$ cat src/rtl/m_clock_set_ctrl.sv
// rtl/m_clock_set_ctrl.sv - manual time-set sequencer: button debounce, field select, press/auto-repeat pulses
module m_clock_set_ctrl #(
    parameter int DEB_TICKS  = 3,
    parameter int LONG_TICKS = 10,
    parameter int REP_TICKS  = 4
) (
    input  logic       clk,
    input  logic       rst,
    input  logic       tick,
    input  logic       mode,
    input  logic       set_sec,
    input  logic       set_min,
    input  logic       set_hr,
    input  logic       btn_up_n,
    input  logic       btn_dn_n,
    output logic       stop,
    output logic       up_sec,
    output logic       dn_sec,
    output logic       up_min,
    output logic       dn_min,
    output logic       up_hr,
    output logic       dn_hr,
    output logic [2:0] fsm_state
);

    typedef enum logic [2:0] {
        S_RUN    = 3'd0,
        S_WAIT   = 3'd1,
        S_PRESS  = 3'd2,
        S_REPEAT = 3'd3,
        S_LOCK   = 3'd4
    } state_t;

    localparam int DW = $clog2(DEB_TICKS + 1);

    // bit 0 = up, bit 1 = down; 1 means pressed
    logic [1:0]    raw;
    logic [1:0]    lvl;
    logic [DW-1:0] deb_cnt [2];

    assign raw = {~btn_dn_n, ~btn_up_n};

    always_ff @(posedge clk or posedge rst) begin
        if (rst) begin
            lvl        <= 2'b00;
            deb_cnt[0] <= '0;
            deb_cnt[1] <= '0;
        end else if (tick) begin
            for (int i = 0; i < 2; i++) begin
                if (raw[i] == lvl[i]) begin
                    deb_cnt[i] <= '0;
                end else if (deb_cnt[i] == DW'(DEB_TICKS - 1)) begin
                    lvl[i]     <= raw[i];
                    deb_cnt[i] <= '0;
                end else begin
                    deb_cnt[i] <= deb_cnt[i] + 1'b1;
                end
            end
        end
    end

    logic [2:0] fld;
    logic       press_any;
    logic       press_up;

    assign fld       = set_hr ? 3'b100 : set_min ? 3'b010 : set_sec ? 3'b001 : 3'b000;
    assign press_any = lvl[0] ^ lvl[1];
    assign press_up  = lvl[0] & ~lvl[1];

    state_t     state, state_n;
    logic [7:0] hold_cnt, hold_n;
    logic [7:0] rep_cnt, rep_n;
    logic [2:0] lat_fld, lat_fld_n;
    logic       lat_up, lat_up_n;
    logic       emit;
    logic [2:0] emit_fld;
    logic       emit_up;
    logic [5:0] pulse, pulse_n;
    logic       bad_hold;

    // leaving a held press: both down, released, or direction/field changed
    assign bad_hold = (lvl == 2'b11) || (press_up != lat_up) || (fld != lat_fld);

    always_comb begin
        state_n   = state;
        hold_n    = hold_cnt;
        rep_n     = rep_cnt;
        lat_fld_n = lat_fld;
        lat_up_n  = lat_up;
        emit      = 1'b0;
        emit_fld  = lat_fld;
        emit_up   = lat_up;
        if (!mode) begin
            state_n = S_RUN;
            hold_n  = '0;
            rep_n   = '0;
        end else if (tick) begin
            case (state)
                S_RUN: begin
                    state_n = S_WAIT;
                    hold_n  = '0;
                    rep_n   = '0;
                end
                S_WAIT: begin
                    if (press_any && fld != 3'b000) begin
                        state_n   = S_PRESS;
                        lat_fld_n = fld;
                        lat_up_n  = press_up;
                        hold_n    = '0;
                        emit      = 1'b1;
                        emit_fld  = fld;
                        emit_up   = press_up;
                    end
                end
                S_PRESS, S_REPEAT: begin
                    if (lvl == 2'b00) begin
                        state_n = S_WAIT;
                        hold_n  = '0;
                        rep_n   = '0;
                    end else if (bad_hold) begin
                        state_n = S_LOCK;
                        hold_n  = '0;
                        rep_n   = '0;
                    end else if (state == S_PRESS) begin
                        if (hold_cnt >= 8'(LONG_TICKS - 1)) begin
                            state_n = S_REPEAT;
                            hold_n  = 8'(LONG_TICKS);
                            rep_n   = '0;
                            emit    = 1'b1;
                        end else begin
                            hold_n = hold_cnt + 8'd1;
                        end
                    end else if (rep_cnt == 8'(REP_TICKS - 1)) begin
                        rep_n = '0;
                        emit  = 1'b1;
                    end else begin
                        rep_n = rep_cnt + 8'd1;
                    end
                end
                S_LOCK: begin
                    if (lvl == 2'b00) state_n = S_WAIT;
                end
                default: state_n = S_RUN;
            endcase
        end
        pulse_n = 6'b000000;
        if (emit) begin
            pulse_n = {emit_fld[2] & ~emit_up, emit_fld[2] & emit_up,
                       emit_fld[1] & ~emit_up, emit_fld[1] & emit_up,
                       emit_fld[0] & ~emit_up, emit_fld[0] & emit_up};
        end
    end

    always_ff @(posedge clk or posedge rst) begin
        if (rst) begin
            state    <= S_RUN;
            hold_cnt <= '0;
            rep_cnt  <= '0;
            lat_fld  <= 3'b000;
            lat_up   <= 1'b0;
            pulse    <= 6'b000000;
        end else begin
            state    <= state_n;
            hold_cnt <= hold_n;
            rep_cnt  <= rep_n;
            lat_fld  <= lat_fld_n;
            lat_up   <= lat_up_n;
            pulse    <= pulse_n;
        end
    end

    assign stop      = (state != S_RUN);
    assign fsm_state = state;
    assign {dn_hr, up_hr, dn_min, up_min, dn_sec, up_sec} = pulse;

endmodule

$ cat config.mk
export PLATFORM = sky130hd
export DESIGN_NAME = m_clock_set_ctrl
export DESIGN_NICKNAME = d
export VERILOG_FILES = /design/src/rtl/m_clock_set_ctrl.sv
export SDC_FILE = /design/constraint.sdc
export NUM_CORES = 1
export LEC_CHECK = 0
export BUFFER_PORTS_ARGS = -buffer_cell sky130_fd_sc_hd__buf_2
export CORE_AREA = 2 2 67 69
export CTS_BUF_LIST = sky130_fd_sc_hd__clkbuf_8 sky130_fd_sc_hd__clkbuf_16
export DETAILED_ROUTE_END_ITERATION = 8
export DIE_AREA = 0 0 69 71
export GPL_ROUTABILITY_DRIVEN = 0
export PLACE_DENSITY = 0.64
export SYNTH_ARGS = -nofsm -noshare
export SYNTH_HDL_FRONTEND = slang
export SYNTH_SLANG_ARGS = --single-unit
$ cat constraint.sdc
create_clock -name clk -period 3.15 [get_ports clk]
set_input_delay 0.63 -clock clk [delete_from_list [all_inputs] [get_ports clk]]
set_output_delay 0.63 -clock clk [all_outputs]
set_load 0.03 [all_outputs]
==> run summary <==
status -> complete, no violations
highest clock rate -> 435 MHz
Port Buffers -> 18
first-pass GRT wire length -> 6880 um
# DRC -> 0
RR Endpoint -> rep_cnt[3]$_DFFE_PP0P_
Initial Util -> 47.5%
HP Class -> in -> async
Reg-to-Reg Start -> lvl[0]$_DFFE_PP0P_
Final Cycle Share -> 72.9%
yosys warns -> 0
die width -> 69 um
clock latency on the worst-skew pair -> 290 ps
max-cap violations -> 0
layout cells sized above 1 -> 15.7%
Core Footprint -> 4200 um^2
critical path capture point type -> flip-flop
Worst EP arrival -> 2490 ps
Tightest Pin Transition -> 733 ps
RSZ-0062 raised after global routing -> no
Distinct cells, synth -> 53
final setup margin -> 853 ps
H-Tree Depth -> 2
critical path's slowest cell -> dfrtp_1
largest area contributor in the netlist -> dfrtp_1
final hold violations -> 0
Mapped Nets -> 224
initial DRC count -> 70
final WL -> 4110 um
Area Growth Syn to Fin -> 11.7%
Place WS -> 802 ps
hpwl dp -> 3050 um
initial antenna violation count -> 0
CTS tree -> yes
CTS Sinks -> 35
final instance area -> 2230 um^2
vias post-DR -> 1589
Final Setup Violations -> 0
count of boundary I/O pins -> 19
Cells after Synth -> 208
DRT antenna net count -> 0
CTS Hold Buffers Added -> 0
max-slew violation count -> 0
clk slew on worst S/H paths -> 70 ps
Fillers -> 403
placed inst area -> 2130 um^2
leakage -> 1.02 nW
total track usage -> 17.7%
max incr delay on CP -> 440 ps
Post-synth EDFFs -> 0
vias in the first global route -> 1490
Syn Area/Cell -> 9.61 um^2
critical path startpoint -> lvl[0]$_DFFE_PP0P_
top cell type's share of synthesized area -> 43.8%
fin cells -> 281
sequential area share after synthesis -> 43.8%
CTS Buf Count -> 5
drt pass-1 iters -> 4
vias per inst -> 5.65
die area -> 4900 um^2
asr flop ratio synth -> 100%
CP Max Fanout -> 7
Critical Path RT -> 3350 ps
routed wire length per instance -> 14.6 um
Setup Skew -> 14.2 ps
worst reg2reg setup slack -> 850 ps
post-CTS resize count -> 0
NumNets Final -> 244
Synth Register Bits -> 35
setup TNS -> 0 ps
cell count of the worst reg-to-reg path -> 7
Slew HR -> 51.1%
clock root buffer -> clkbuf_8
CP Cell Sequence -> inv_1 > ha_1 > nand4bb_1 > a211o_1 > a211oi_2 > nand2b_1 > a31oi_1
Max Buffers Root-to-Sink -> 2
worst setup path endpoint -> rep_cnt[3]$_DFFE_PP0P_
worst vdd ir -> 322 uV
top_reg_cell synth -> dfrtp_1
# rows -> 24
Critical Path Source Type -> flip-flop
Synth area leaders -> dfrtp_1, ha_1, a21oi_1
Mapped Area -> 2000 um^2
crit path time final -> 2300 ps
# diodes -> 0
Placed Cells incl. Taps -> 273
largest net degree at the start of global routing -> 20
total gr overflow -> 0
Die H -> 71 um
Pwr Density -> 633 nW/um^2
setup bufs post-CTS -> 0
WS Path Type -> reg -> reg
==> layer usage <==
metal  routed length [um]  vias to the layer above  track usage, %
li1                     -                      800               -
met1                 1990                      756            23.3
met2                 1910                       28            27.8
met3                  154                        5            5.13
met4                   57                        0            6.75
met5                    0                        -               0
==> final cells by class <==
type                            count  area [um^2]  area share [%]
Clock buffer                        7         96.3            4.32
Clock inverter                      1         7.51           0.336
Inverter                           18         67.6            3.03
Multi-Input combinational cell    149         1020            45.8
Sequential cell                    35          876            39.2
Tap cell                           52         65.1            2.91
Timing Repair Buffer               19         97.6            4.37
==> kinds of logic after synthesis <==
family | after synthesis | synth area share, %
adders and majority gates | 7 | 4.38
buffers and inverters | 24 | 5.01
AOI/OAI and AO/OA | 63 | 22.5
muxes | 5 | 2.57
xor gates and xnor gates | 4 | 1.75
and+or+nand+nor | 70 | 19.9
DFF | 35 | 43.8
==> cell usage after synthesis (2+ instances only) <==
cell / n
nand3b_1: 3
nand2b_1: 7
ha_1: 7
nor3_1: 3
a211oi_1: 2
and2_1: 3
a21o_1: 2
dfrtp_1: 35
a31oi_1: 11
nand4bb_1: 2
nand2_1: 12
o21ai_1: 4
nand3_1: 6
nor3b_1: 3
mux2i_1: 4
o21ai_0: 7
nor2_1: 15
nor2b_1: 2
and3_1: 5
o311ai_0: 2
inv_1: 18
o2111ai_1: 2
clkbuf_1: 2
xor2_1: 3
a21oi_1: 14
buf_2: 2
a41oi_1: 4
a211oi_2: 2
o21a_1: 2
==> worst min path at each step <==
stage                                       start                       to  slack, ps  cells after the start
final                                         rst   rep_cnt[7]$_DFFE_PP0P_        460                      2
after global routing      hold_cnt[7]$_DFFE_PP0P_  hold_cnt[7]$_DFFE_PP0P_        530                      1
after CTS                                     rst   rep_cnt[7]$_DFFE_PP0P_        490                      2
after detailed placement   rep_cnt[7]$_DFFE_PP0P_   rep_cnt[7]$_DFFE_PP0P_        490                      1
after global placement     rep_cnt[7]$_DFFE_PP0P_   rep_cnt[7]$_DFFE_PP0P_        480                      1
after floorplan            rep_cnt[7]$_DFFE_PP0P_   rep_cnt[7]$_DFFE_PP0P_        450                      1
==> registers in the layout (all words and copies together) (netlist names) <==
name	flops
lvl	2
pulse	6
lat_up	1
fsm_state	3
lat_fld	3
deb_cnt	4
rep_cnt	8
hold_cnt	8
==> stage by stage <==
step | hold WS (ps) | utilization (%) | power [W]
2_1_floorplan | 454 | - | 0.000950
3_3_place_gp | 482 | 50.6 | 0.00105
3_5_place_dp | 487 | 50.6 | 0.00106
4_1_cts | 485 | 53.1 | 0.00142
5_1_grt | 531 | 53.1 | 0.00151
6_report | 456 | 53.1 | 0.00141
==> report_power, final <==
part / switching [W] / total (W) / internal, W
clock: 0.000163 / 0.000362 / 0.000199
sequential: 0.0000805 / 0.000593 / 0.000513
combinational: 0.000283 / 0.000458 / 0.000175
total: 0.000527 / 0.00141 / 0.000886
==> layout by cell type (no fill, tap or decap), drive strengths merged, types with 4 or more instances in the layout <==
master,synthesis,routed
dfrtp,35,35
buf,4,19
inv,18,18
nor2,15,15
a21oi,15,15
nand2,12,12
a31oi,11,11
o21ai,11,11
nand2b,7,7
ha,7,7
clkbuf,2,7
nand3,6,6
and3,5,5
mux2i,4,4
a41oi,4,4
a211oi,4,4
==> critical path: cells and delay by family (launching register included) <==
| family | cells | cell delay, ps |
|---|---|---|
| buf+inv | 1 | 70 |
| fa+ha+maj | 1 | 240 |
| simple gates | 2 | 470 |
| compound gates | 3 | 1000 |
| flops | 1 | 440 |
No activity file was read; power rests on OpenSTA's default activity.
